File: config.mk
export PLATFORM = sky130hd
export DESIGN_NAME = multi_step_seqr
export DESIGN_NICKNAME = d
export VERILOG_FILES = /design/src/rtl/multi_step_seqr.sv
export SDC_FILE = /design/constraint.sdc
export NUM_CORES = 1
export LEC_CHECK = 0
export ABC_CLOCK_PERIOD_IN_PS = 5000
export CAP_MARGIN = 20
export CORE_MARGIN = 2
export CORE_UTILIZATION = 44
export CTS_CLUSTER_SIZE = 10
export DETAILED_ROUTE_END_ITERATION = 10
export PLACE_DENSITY = 0.81
export SYNTH_ARGS = -nofsm -noshare
export SYNTH_HDL_FRONTEND = slang
export SYNTH_SLANG_ARGS = --single-unit
File: constraint.sdc
create_clock -name clk -period 5 [get_ports clk]
set_input_delay 1 -clock clk [delete_from_list [all_inputs] [get_ports clk]]
set_output_delay 1 -clock clk [all_outputs]
set_load 0.01 [all_outputs]
File: src/rtl/multi_step_seqr.sv
// Step sequencer: starts NUM_STEPS engines one at a time, with per-run bypass, abort and
// an optional per-step watchdog enabled by defining MULTI_STEP_SEQR_TIMEOUT_EN.
module multi_step_seqr #(
    parameter int unsigned NUM_STEPS      = 4,
    parameter int unsigned TIMEOUT_CYCLES = 1024,
    parameter int unsigned STEP_W         = $clog2(NUM_STEPS)
) (
    input  logic                 clk,
    input  logic                 rst,
    input  logic                 run,
    input  logic [NUM_STEPS-1:0] step_en,
    input  logic                 abort,
    input  logic                 clr,
    output logic [NUM_STEPS-1:0] step_run,
    input  logic [NUM_STEPS-1:0] step_done,
    output logic [STEP_W-1:0]    cur_step,
    output logic                 busy,
    output logic                 done,
    output logic                 err,
    output logic [1:0]           err_code
);

    typedef enum logic [1:0] {StIdle, StStep, StDone, StErr} state_e;

    localparam logic [STEP_W-1:0] LastStep = STEP_W'(NUM_STEPS - 1);
    localparam logic [1:0] ErrNone    = 2'd0;
    localparam logic [1:0] ErrAbort   = 2'd1;
    localparam logic [1:0] ErrTimeout = 2'd2;

    state_e                state_q, state_d;
    logic [STEP_W-1:0]     cur_step_q, cur_step_d;
    logic [NUM_STEPS-1:0]  en_q, en_d;
    logic [1:0]            err_code_q, err_code_d;
    logic                  cur_en;
    logic                  cur_done;

    assign cur_en   = en_q[cur_step_q];
    assign cur_done = step_done[cur_step_q];

`ifdef MULTI_STEP_SEQR_TIMEOUT_EN
    localparam int unsigned CNT_W = $clog2(TIMEOUT_CYCLES);
    localparam logic [CNT_W-1:0] CntLast = CNT_W'(TIMEOUT_CYCLES - 1);

    logic [CNT_W-1:0] cnt_q, cnt_d;

    always_ff @(posedge clk or posedge rst) begin
        if (rst) begin
            cnt_q <= '0;
        end else begin
            cnt_q <= cnt_d;
        end
    end
`else
    // Watchdog not built; the parameter is kept only for a uniform interface.
    logic [31:0] timeout_unused;
    assign timeout_unused = 32'(TIMEOUT_CYCLES);
`endif

    always_ff @(posedge clk or posedge rst) begin
        if (rst) begin
            state_q    <= StIdle;
            cur_step_q <= '0;
            en_q       <= '0;
            err_code_q <= ErrNone;
        end else begin
            state_q    <= state_d;
            cur_step_q <= cur_step_d;
            en_q       <= en_d;
            err_code_q <= err_code_d;
        end
    end

    always_comb begin
        state_d    = state_q;
        cur_step_d = cur_step_q;
        en_d       = en_q;
        err_code_d = err_code_q;
`ifdef MULTI_STEP_SEQR_TIMEOUT_EN
        cnt_d      = cnt_q;
`endif
        unique case (state_q)
            StIdle: begin
                if (run) begin
                    state_d    = StStep;
                    cur_step_d = '0;
                    en_d       = step_en;
`ifdef MULTI_STEP_SEQR_TIMEOUT_EN
                    cnt_d      = '0;
`endif
                end
            end
            StStep: begin
                // Abort wins over done and timeout; a disabled step always advances.
                if (abort) begin
                    state_d    = StErr;
                    err_code_d = ErrAbort;
                end else if (!cur_en || cur_done) begin
                    if (cur_step_q == LastStep) begin
                        state_d = StDone;
                    end else begin
                        cur_step_d = cur_step_q + 1'b1;
`ifdef MULTI_STEP_SEQR_TIMEOUT_EN
                        cnt_d      = '0;
`endif
                    end
                end
`ifdef MULTI_STEP_SEQR_TIMEOUT_EN
                else if (cnt_q == CntLast) begin
                    state_d    = StErr;
                    err_code_d = ErrTimeout;
                end else begin
                    cnt_d = cnt_q + 1'b1;
                end
`endif
            end
            StDone, StErr: begin
                if (clr) begin
                    state_d    = StIdle;
                    cur_step_d = '0;
                    err_code_d = ErrNone;
                end
            end
            default: state_d = StIdle;
        endcase
    end

    always_comb begin
        step_run = '0;
        if (state_q == StStep && cur_en) begin
            step_run[cur_step_q] = 1'b1;
        end
    end

    assign cur_step = cur_step_q;
    assign busy     = (state_q == StStep);
    assign done     = (state_q == StDone);
    assign err      = (state_q == StErr);
    assign err_code = err_code_q;

endmodule

[Yosys cells after proc, flatten, opt, wreduce, memory -nomap -nowiden]
Index checks and enable logic that the tools add are counted.
Storage, ports and cells
  register bits after elaboration: 10
  output and inout bits: 11
  word-level logic and storage cells: 50
Cells by class
  add/subtract/negate cells: 1
  magnitude comparators: 2
  equal/unequal tests: 12
  multiplexer cells: 20
  reduce and logical (&&, ||, !) cells: 11
Operators with widths (count)
  2-bit 2-to-1 mux: 10
  2-bit case mux with 3 select lines: 2
  2-bit inequality test, second input constant: 5
  2-bit equality test, second input constant: 3
  3-bit by 2-bit inequality test with 1-bit output, second input constant: 2
  5-bit AND reduction: 1
  1-bit binary-select mux with 2-bit select: 2
  4-bit 2-to-1 mux: 1
  2-bit case mux with 2 select lines: 1
  4-bit AND reduction: 1
  2-bit by 3-bit less-than comparator with 1-bit output, second input constant: 1
  1-bit 2-to-1 mux: 3
  3-bit AND reduction: 1
  2-bit by 1-bit adder with 2-bit output, second input constant: 1
  1-bit demux with 2-bit select: 1
  2-bit by 1-bit equality test with 1-bit output, second input constant: 1
  2-bit by 1-bit >= comparator with 1-bit output, second input constant: 1
  1-bit logical AND: 2
  2-bit logical NOT: 1
  2-bit by 1-bit inequality test with 1-bit output, second input constant: 1
  2-bit AND reduction: 1
  2-bit nonzero test: 1
  2-bit OR reduction: 1
  1-bit logical NOT: 1
  1-bit logical OR: 1

[Logic depth before layout (Yosys ltp)]
  depth after elaboration: 7
  mapped depth: 5
  gate-level depth less buffers: 4

[Worst setup path after synthesis]
Ideal clock, no wire load.
  path type: reg-to-output
  from: reg cur_step_q[1] (netlist: cur_step[1])
  to: out step_run[0]
  arrival time: 1.302 ns
  data required time: 4.000 ns
  setup slack: 2.698 ns
  stages on the path, launching flop included: 3
  cell sequence: dfrtp_1 > mux4_2 > and3_1
Between the ends
  cells in the longest elaborated chain, start to end: 5
  elaborated cells between the ends (all ways): 9
Ends and longest elaborated chain
  from (decl): line 31  | logic [STEP_W-1:0] cur_step_q, cur_step_d;
  from (signal assigned): line 67  | cur_step_q <= cur_step_d;
  2-bit by 3-bit less-than comparator with 1-bit output (implied by the code) or 2-bit by 1-bit >= comparator with 1-bit output (tied branches): line 130  | step_run[cur_step_q] = 1'b1;
  1-bit logical AND (implied by the code): line 130
  1-bit 2-to-1 mux (implied by the code): line 130
  1-bit demux with 2-bit select: line 130
  4-bit 2-to-1 mux (*): line 129  | if (state_q == StStep && cur_en) begin
  to (decl): line 14  | output logic [NUM_STEPS-1:0] step_run,
Every way passes the cells marked *; elsewhere a longest branch is shown, timed or not. The select of a mux whose other input is x is not followed.

[Worst setup path in the final report]
  from: reg cur_step_q[1] (netlist: cur_step[1])
  to: out step_run[2]
Same word-level chain as after synthesis.

==> qor.yml <==
layout-drive-gt1-share: 0.150
crit_required_ns: 4.00
grt_max_degree: 12
die_y_microns: 40.8
antenna_found_initial: 0
period_minus_slack_ns: 3.02
viasPerCell: 5.14
route.met2.wl_microns: 608
finalWirelength_mm: 1.20
maxCapViolCount: 0
start_util: 0.464
cts_tree: "done"
grt_remaining_overflow: 0
die_x_microns: 40.8
synth_edf_count: 0
drt_iter0_drc: 9
hold_start: "en_q[1]"
synth_area_leaders: "dfrtp_1 (38%), ha_1 (8.4%), mux2_2 (7.5%)"
synth_top_area_cell: "dfrtp_1"
root_buffer: "clkbuf_4"
worstRegToRegCells: 4
htree_levels: 1
syn_nets: 75
layout_setup_ws_ns: 1.98
io_buffers: 22
core-area_sq_mm: 0.00128
synth_top_family_by_area: "simple AND/OR/NAND/NOR gates"
dieArea_sq_mm: 0.00167
synth_mux_area_frac: 0.184
holdPathEnd: "en_q[1]"
synth-main-ff-cell: "dfrtp_1"
status: "finished, final reports clean"
vias: 488
areaGrowthSynthToFinish_pct: 41.1
dpl-instance-area_sq_um: 816
avgSynthCellArea_sq_um: 10.3
reg2reg_slack_ns: 3.33
yosys.cell_types.count: 24
numCtsBuffers: 3
place_ws_ns: 2.26
dpl.hpwl_microns: 979
layout_commonest_cell: "clkdlybuf4s50_1"
routedWlPerCell_microns: 12.7
synth_compound_area_frac: 0.0818
gp_congestion: 0.752
worst_setup_path_start_kind: "flip-flop"
fin_area_sq_um: 842
post-route-period-util: 0.604
synth_xor_area_frac: 0
async_reset_ff_frac: 1.00
drv_slew: 0
final_cell_mix: "clkdlybuf4s50_1 (22), dfrtp_1 (9), inv_1 (5), a21oi_1 (5)"
fin_setup_tns_ns: 0
peakVddDrop_mv: 0.273
synth-seq-cells: 9
r2r_start: "cur_step[0]"
drtAntennaViolNets: 0
path_class: "reg2out"
drt_first_pass_iters: 4
grt_pass1_vias: 467
path_max_fanout: 7
nets: 98
max_freq_ghz: 0.331
n_antenna_cell: 0
rsz0062_at_grt: "false"
p_per_area_mw_per_mm2: 493
rows: 13
postCtsSetupRepairBufs: 0
hold_class: "reg2reg"
synth_fa_ha_area_frac: 0.0839
syn-instance-count: 58
wirelength_met1_microns: 507
io_pins: 24
ys_seq_area_frac: 0.377
ys_warn_count: 0
grt_first_pass_wirelength_mm: 1.95
skew_ns: 0.00364
hold_buffers: 0
syn-cell-area_sq_um: 597
synth_top_area_share: 0.377
path_clk_slew_ns: 0.07
dr_wl_met3_microns: 86
power_leakage_nw: 0.370
finalHoldViolations: 0
min_path_cells: 1
grtUsageTotal: 0.183
end_kind: "output pin"
finalSetupViolations: 0
clk_latency_ns: 0.26
r2r_end: "state_q[1]"
clk_path_buf_depth: 2
cts.sinks: 9
cts-resized-gates: 0
drcViolationCount: 0
yosys.area_share.simple: 0.201
cp.arrival_ns: 2.02
top_layer_used: "met3"
## synthesized netlist by cell type (2+ instances only)
| cell | count |
|---|---|
| mux4_2 | 2 |
| and3_1 | 4 |
| a21oi_1 | 5 |
| nand2_1 | 4 |
| mux2i_1 | 2 |
| nor2_1 | 3 |
| ha_1 | 4 |
| clkbuf_1 | 2 |
| inv_1 | 5 |
| mux2_2 | 4 |
| dfrtp_1 | 9 |
| nor2b_1 | 2 |
## per-stage QoR
stage          cells  utilization  hold slack, ns  total power, mW
3_5_place_dp      91        0.635           0.501            0.362
6_report          95        0.655           0.513            0.415
5_1_grt           95        0.655           0.536            0.449
4_1_cts           95        0.655           0.517            0.421
3_3_place_gp      91        0.635           0.493            0.355
2_1_floorplan     58            -           0.475            0.279
## state kept, by name (all words and copies together), names as in the netlist
name / cells
cur_step: 2
err_code: 1
en_q: 4
state_q: 2
## worst max-delay path, stage by stage (launching register included)
cell and delay [ns]:
dfrtp_1 0.47, mux4_2 0.60, and3_1 0.21, clkdlybuf4s50_1 0.47
## final cells by class
class,count,area (sq um)
fill,106,443
multi-input combinational,40,333
sequential,9,225
timing repair buffer,22,220
clock buffer,4,26.3
inverter,5,18.8
tap,15,18.8
## per-layer routing
layer	up-vias	track usage
met4	0	0.0500
met3	0	0.0761
met5	-	0
li1	243	-
met1	226	0.211
met2	19	0.309
## worst max-delay path by stage
| stage | start | endpoint | slack, ns | cells after the start |
|---|---|---|---|---|
| finish | cur_step[1] | step_run[2] | 1.98 | 3 |
| global route | cur_step[1] | step_run[2] | 1.86 | 3 |
| CTS | cur_step[1] | step_run[2] | 1.97 | 3 |
| detailed placement | cur_step[1] | step_run[0] | 2.26 | 3 |
| global placement | cur_step[1] | step_run[3] | 2.27 | 3 |
| floorplan | cur_step[1] | step_run[0] | 2.70 | 2 |
## power breakdown
| group | internal (mW) | total, mW | switching (mW) | leakage [nW] |
|---|---|---|---|---|
| Clock | 0.0308 | 0.0569 | 0.0261 | 0.0150 |
| Sequential | 0.106 | 0.150 | 0.0436 | 0.110 |
| Combinational | 0.123 | 0.208 | 0.0853 | 0.245 |
## logic make-up after synthesis
family / Yosys count
AOI/OAI and AO/OA: 8
adders and majority gates: 4
buffers and inverters: 9
DFF: 9
muxes: 8
other: 1
and+or+nand+nor: 19
Note: power is estimated with default switching activity, not from simulation.
